`config.mk`:
```
export PLATFORM = sky130hd
export DESIGN_NAME = sd_spi_init_ctrl
export DESIGN_NICKNAME = d
export VERILOG_FILES = /design/src/rtl/sd_spi_init_ctrl.sv
export SDC_FILE = /design/constraint.sdc
export NUM_CORES = 1
export LEC_CHECK = 0
export ABC_CLOCK_PERIOD_IN_PS = 2250
export CELL_PAD_IN_SITES_DETAIL_PLACEMENT = 0
export CELL_PAD_IN_SITES_GLOBAL_PLACEMENT = 1
export CORE_ASPECT_RATIO = 1.2
export CORE_UTILIZATION = 43
export CTS_BUF_LIST = sky130_fd_sc_hd__clkbuf_8
export CTS_CLUSTER_SIZE = 12
export DETAILED_ROUTE_END_ITERATION = 10
export GPL_ROUTABILITY_DRIVEN = 0
export PLACE_DENSITY = 0.77
export SLEW_MARGIN = 20
export SYNTH_ARGS = -nofsm -noshare
export SYNTH_HDL_FRONTEND = slang
export SYNTH_SLANG_ARGS = --single-unit
export TNS_END_PERCENT = 10
```
`constraint.sdc`:
```
create_clock -name i_clk -period 2.25 [get_ports i_clk]
set_input_delay 0.225 -clock i_clk [delete_from_list [all_inputs] [get_ports i_clk]]
set_output_delay 0.225 -clock i_clk [all_outputs]
set_load 0.02 [all_outputs]
```
`src/rtl/sd_spi_init_ctrl.sv`:
```
// SD card SPI-mode init sequencer: CMD0, CMD8, CMD55/CMD41 loop, CMD58.
// Drives a byte-wide SPI engine one transfer at a time.
module sd_spi_init_ctrl #(
  parameter int NCR_MAX   = 8,
  parameter int RETRY_MAX = 1000
) (
  input  logic       i_clk,
  input  logic       i_rst,
  input  logic       i_start,
  output logic       o_cs,
  output logic       o_xfer_valid,
  output logic [7:0] o_xfer_data,
  input  logic       i_xfer_ready,
  input  logic       i_resp_valid,
  input  logic [7:0] i_resp_data,
  output logic       o_busy,
  output logic       o_done,
  output logic       o_err,
  output logic [2:0] o_err_code,
  output logic       o_sdhc
);

  typedef enum logic [2:0] {
    IDLE, DUMMY, CMD_TX, R1_POLL, R_DATA, GAP, DONE, ERR
  } state_t;

  typedef enum logic [2:0] {C0, C8, C55, C41, C58} cmd_t;
  typedef enum logic [1:0] {EV_NEXT, EV_DONE, EV_ERR} ev_t;

  state_t      state;
  cmd_t        cmd;
  logic [3:0]  cnt;
  logic [15:0] ncr;
  logic [15:0] retry;
  logic [15:0] retry_inc;
  logic [7:0]  r1_q;
  logic [7:0]  r1v;
  logic        ccs_q;
  logic [3:0]  nib_q;
  logic        pend;
  logic [47:0] frame;
  logic [7:0]  tx_byte;
  logic [2:0]  cmd_code;
  ev_t         ev;
  cmd_t        ev_cmd;
  logic [2:0]  ev_code;
  logic        ev_retry;
  logic        rx;
  logic        do_eval;
  logic        timeout;

  always_comb begin
    case (cmd)
      C0:      frame = 48'h40_0000_0000_95;
      C8:      frame = 48'h48_0000_01AA_87;
      C55:     frame = 48'h77_0000_0000_65;
      C41:     frame = 48'h69_4000_0000_77;
      C58:     frame = 48'h7A_0000_0000_FD;
      default: frame = '1;
    endcase
  end

  always_comb begin
    tx_byte = 8'hFF;
    if (state == CMD_TX) begin
      case (cnt)
        4'd0:    tx_byte = frame[47:40];
        4'd1:    tx_byte = frame[39:32];
        4'd2:    tx_byte = frame[31:24];
        4'd3:    tx_byte = frame[23:16];
        4'd4:    tx_byte = frame[15:8];
        default: tx_byte = frame[7:0];
      endcase
    end
  end

  always_comb begin
    case (cmd)
      C0:      cmd_code = 3'd1;
      C8:      cmd_code = 3'd2;
      C58:     cmd_code = 3'd4;
      default: cmd_code = 3'd3;
    endcase
  end

  // A response byte is consumed only once its byte has been accepted
  assign rx = pend && !o_xfer_valid && i_resp_valid;

  assign do_eval = rx &&
    ((state == R1_POLL && i_resp_data != 8'hFF &&
      cmd != C8 && cmd != C58) ||
     (state == R_DATA && cnt == 4'd3));

  assign timeout = rx && state == R1_POLL &&
    i_resp_data == 8'hFF && int'(ncr) >= NCR_MAX - 1;

  assign r1v       = (state == R1_POLL) ? i_resp_data : r1_q;
  assign retry_inc = (&retry) ? retry : retry + 16'd1;

  always_comb begin
    ev       = EV_ERR;
    ev_cmd   = cmd;
    ev_code  = cmd_code;
    ev_retry = 1'b0;
    case (cmd)
      C0: if (r1v == 8'h01) begin
        ev = EV_NEXT; ev_cmd = C8;
      end
      C8: if (r1v == 8'h01 && nib_q == 4'h1 &&
              i_resp_data == 8'hAA) begin
        ev = EV_NEXT; ev_cmd = C55;
      end
      C55: if (r1v == 8'h00 || r1v == 8'h01) begin
        ev = EV_NEXT; ev_cmd = C41;
      end
      C41: begin
        if (r1v == 8'h00) begin
          ev = EV_NEXT; ev_cmd = C58;
        end else if (r1v == 8'h01) begin
          ev_retry = 1'b1;
          if (int'(retry_inc) < RETRY_MAX) begin
            ev = EV_NEXT; ev_cmd = C55;
          end
        end
      end
      C58: if (r1v == 8'h00) ev = EV_DONE;
      default: ;
    endcase
  end

  always_ff @(posedge i_clk or posedge i_rst) begin
    if (i_rst) begin
      state        <= IDLE;
      cmd          <= C0;
      cnt          <= '0;
      ncr          <= '0;
      retry        <= '0;
      r1_q         <= '0;
      ccs_q        <= 1'b0;
      nib_q        <= '0;
      pend         <= 1'b0;
      o_cs         <= 1'b1;
      o_xfer_valid <= 1'b0;
      o_xfer_data  <= 8'hFF;
      o_busy       <= 1'b0;
      o_done       <= 1'b0;
      o_err        <= 1'b0;
      o_err_code   <= '0;
      o_sdhc       <= 1'b0;
    end else begin
      o_done <= 1'b0;
      o_err  <= 1'b0;
      unique case (state)
        IDLE: begin
          if (i_start) begin
            state      <= DUMMY;
            o_busy     <= 1'b1;
            o_cs       <= 1'b1;
            o_err_code <= '0;
            o_sdhc     <= 1'b0;
            retry      <= '0;
            ncr        <= '0;
            cnt        <= '0;
            cmd        <= C0;
            pend       <= 1'b0;
          end
        end
        DONE, ERR: begin
          state  <= IDLE;
          o_busy <= 1'b0;
        end
        default: begin
          if (o_xfer_valid) begin
            if (i_xfer_ready) begin
              o_xfer_valid <= 1'b0;
              pend         <= 1'b1;
            end
          end else if (!pend) begin
            o_xfer_valid <= 1'b1;
            o_xfer_data  <= tx_byte;
          end else if (i_resp_valid) begin
            pend <= 1'b0;
            case (state)
              DUMMY: begin
                if (cnt == 4'd9) begin
                  cnt   <= '0;
                  state <= CMD_TX;
                  o_cs  <= 1'b0;
                end else begin
                  cnt <= cnt + 4'd1;
                end
              end
              CMD_TX: begin
                if (cnt == 4'd5) begin
                  cnt   <= '0;
                  ncr   <= '0;
                  state <= R1_POLL;
                end else begin
                  cnt <= cnt + 4'd1;
                end
              end
              R1_POLL: begin
                if (i_resp_data == 8'hFF) begin
                  ncr <= ncr + 16'd1;
                end else begin
                  r1_q <= i_resp_data;
                  if (cmd == C8 || cmd == C58) begin
                    state <= R_DATA;
                    cnt   <= '0;
                  end
                end
              end
              R_DATA: begin
                cnt <= cnt + 4'd1;
                if (cnt == 4'd0) ccs_q <= i_resp_data[6];
                if (cnt == 4'd2) nib_q <= i_resp_data[3:0];
              end
              GAP: begin
                state <= CMD_TX;
                o_cs  <= 1'b0;
                cnt   <= '0;
              end
              default: ;
            endcase
          end
        end
      endcase

      if (timeout) begin
        state      <= ERR;
        o_err      <= 1'b1;
        o_err_code <= cmd_code;
        o_cs       <= 1'b1;
        o_sdhc     <= 1'b0;
      end

      // Command verdict once R1 (and any trailing data) is in
      if (do_eval) begin
        if (ev_retry) retry <= retry_inc;
        o_cs <= 1'b1;
        case (ev)
          EV_NEXT: begin
            cmd   <= ev_cmd;
            state <= GAP;
          end
          EV_DONE: begin
            state  <= DONE;
            o_done <= 1'b1;
            o_sdhc <= ccs_q;
          end
          default: begin
            state      <= ERR;
            o_err      <= 1'b1;
            o_err_code <= ev_code;
            o_sdhc     <= 1'b0;
          end
        endcase
      end
    end
  end

endmodule

```
==> flow_metrics.env <==
export IMPL_status="finished, violations left"
export IMPL_syn_nets=512
export IMPL_rows=40
export IMPL_wirelength_um=12000
export IMPL_post_drt_wl_per_cell_um=16.0
export IMPL_final_cells=748
export IMPL_hold_slack_ps=276
export IMPL_synth_xor_area_share_pct=2.39
export IMPL_die_h_um=113
export IMPL_required_ps=2530
export IMPL_antenna_cells=0
export IMPL_period_share_pct=101
export IMPL_fmax_mhz=442
export IMPL_start_kind="register"
export IMPL_viasPerCell=5.65
export IMPL_critPathArrivalTime_ps=2550
export IMPL_worstPathCellList="or3b_1 -> a221oi_2 -> buf_4 -> o2111a_1 -> nand3_1 -> or3_1 -> a21oi_1"
export IMPL_path_max_fanout=5
export IMPL_initial_core_util_pct=44.1
export IMPL_hold_path_class="input port to asynchronous set/reset pin"
export IMPL_finalPower_w=0.00555
export IMPL_first_global_vias=4248
export IMPL_grt_pass1_wl_um=19700
export IMPL_fin_area_sq_mm=0.00598
export IMPL_cts_tree="built"
export IMPL_syn_to_final_growth_pct=36.1
export IMPL_ys_ff_latch=73
export IMPL_synth_flop_cell="dfrtp_1"
export IMPL_place_port_buffers=29
export IMPL_cts_inserted_buffers=9
export IMPL_yosysWarningCount=0
export IMPL_skew_ps=9.20
export IMPL_synth_compound_area_share_pct=17.9
export IMPL_cts_root_buf="clkbuf_8"
export IMPL_muxShareOfSynthArea_pct=6.21
export IMPL_dp_hpwl_um=8800
export IMPL_grt_max_degree=74
export IMPL_drc=0
export IMPL_grt_overflow_total=0
export IMPL_antenna_found_initial=0
export IMPL_clk_latency_ps=360
export IMPL_drt_iter0_drc=252
export IMPL_hold_violations=0
export IMPL_synth_edf_count=0
export IMPL_core_area_sq_mm=0.00996
export IMPL_p_leak_nw=2.64
export IMPL_layout_drive_gt1_share_pct=30.1
export IMPL_yosys_area_share_simple_pct=26.4
export IMPL_cts_sinks=73
export IMPL_htree_num_levels=3
export IMPL_layout_common_cells="buf_4 (104), dfrtp_1 (64), nor2_1 (61)"
export IMPL_worstReg2RegStart="state[1]"
export IMPL_final_common_cell="buf_4"
export IMPL_dieWidth_um=94.3
export IMPL_track_usage_pct=23.8
export IMPL_clk_pin_slew_ps=80
export IMPL_period_minus_slack_ps=2260
export IMPL_synthCells=493
export IMPL_synth_adder_area_share_pct=1.71
export IMPL_pin_count=30
export IMPL_ant_nets=0
export IMPL_critPathMaxStageDelay_ps=450
export IMPL_clockBufferDepth=2
export IMPL_tightest_slew_ps=542
export IMPL_maxSlewHeadroom_pct=63.6
export IMPL_drv_slew=0
export IMPL_critPathSlowestCell="dfrtp_1"
export IMPL_dp_cells=731
export IMPL_nets=636
export IMPL_fillCellCount=886
export IMPL_syn_cell_area_sq_mm=0.00439
export IMPL_tns_ps=-27.2
export IMPL_rsz0062_at_grt="true"
export IMPL_crit_type="register to register"
export IMPL_peakVddDrop_v=0.000676
export IMPL_synth_avg_cell_area_sq_um=8.91
export IMPL_hold_buffers=0
export IMPL_dieArea_sq_mm=0.0106
export IMPL_synthDistinctLibCells=69
export IMPL_post_dp_cell_area_sq_mm=0.00555
export IMPL_max_cap_viol_count=0
export IMPL_finalSetupViolations=2
export IMPL_cp_startpoint="state[1]"
export IMPL_fin_ws_ps=-14.7
export IMPL_synth_top_family_by_area="simple AND/OR/NAND/NOR gates"
export IMPL_end_kind="register"
export IMPL_drt_first_pass_iters=5
export IMPL_vias=4224
export IMPL_failed_checks="setup timing"
export IMPL_seq_area_frac_synth_pct=41.9
export IMPL_power_density_mw_per_mm2=929
export IMPL_async_flop_share_pct=100
[path summary, 6_finish.rpt]
path | end | slack, ps | depth (start not counted)
max | ncr[14] | -10 | 7
min | ncr[1] | 280 | 3
max reg2reg | ncr[14] | -10 | 7
min reg2reg | o_busy | 500 | 1
max in group asynchronous | o_xfer_data[6] | 1640 | 3
min in group i_clk | o_busy | 500 | 1
[sequential cells by signal (all words and copies together), names as in the netlist, 4 cells and up]
signal / count
o_xfer_data: 8
ncr: 16
retry: 16
nib_q: 4
cnt: 4
r1_q: 8
[layer usage]
layer  vias to the layer above  GRT usage [%]  routed length, um
met2                        94           39.7               5790
li1                       2062              -                  -
met4                         0           9.95                294
met3                        23           4.30                429
met1                      2045           30.0               5460
met5                         -              0                  0
[critical path, delay by kind of cell, from the launching register on]
kind,cells,cell delay [ps]
AND/OR/NAND/NOR,3,910
buffers and inverters,1,190
AO/OA/AOI/OAI,3,630
flip-flops,1,450
[cell families (layout without fill, tap and decap cells)]
family,after synthesis,after routing
AOI/OAI and AO/OA,118,118
xor gates and xnor gates,12,12
adders and majority gates,6,6
buffers and inverters,37,166
DFF,73,73
muxes,25,25
and+or+nand+nor,222,222
[cell usage after synthesis (all sizes together) (4+ instances only)]
master	n	area, sq um
nand2b	7	43.8
mux2	18	203
ha	6	75.1
nand4	18	119
buf	8	48.8
nor2	62	235
nor4	8	65.1
a211oi	4	30.0
clkbuf	16	60.1
xnor2	5	43.8
and3	13	81.3
mux2i	7	70.1
nand3	23	128
inv	13	48.8
dfrtp	64	1600
nor3	18	90.1
a21boi	4	41.3
o21ai	40	200
a31oi	4	25.0
a21oi	26	130
o22a	5	43.8
xor2	7	61.3
dfstp	9	236
and4	6	52.6
nand2	43	161
and2	4	25.0
[report_power, final]
group	internal, W	switching (W)
logic	0.00113	0.00130
registers	0.00161	0.000188
clock network	0.000798	0.000534
[cell type report]
type	instances	area, sq um	share of cell area, %
Timing Repair Buffer	137	1120	18.8
Clock inverter	5	103	1.72
Inverter	13	48.8	0.817
Sequential cell	73	1840	30.8
Tap cell	126	158	2.64
Clock buffer	11	151	2.53
Multi-Input combinational cell	383	2550	42.7
[metrics by stage]
stage / util, % / worst slack (ps)
2_1_floorplan: - / 28.0
3_3_place_gp: 55.8 / -225
3_5_place_dp: 55.8 / -317
4_1_cts: 59.1 / -21.8
5_1_grt: 60.0 / -125
6_report: 60.0 / -14.7
[what timing repair did]
item / CTS / global route
buffers inserted: 1 / 1
pin swaps: 5 / 8
resized for setup: 15 / 24
setup endpoints to repair: 11 / 21
No activity file was read; power rests on OpenSTA's default activity.
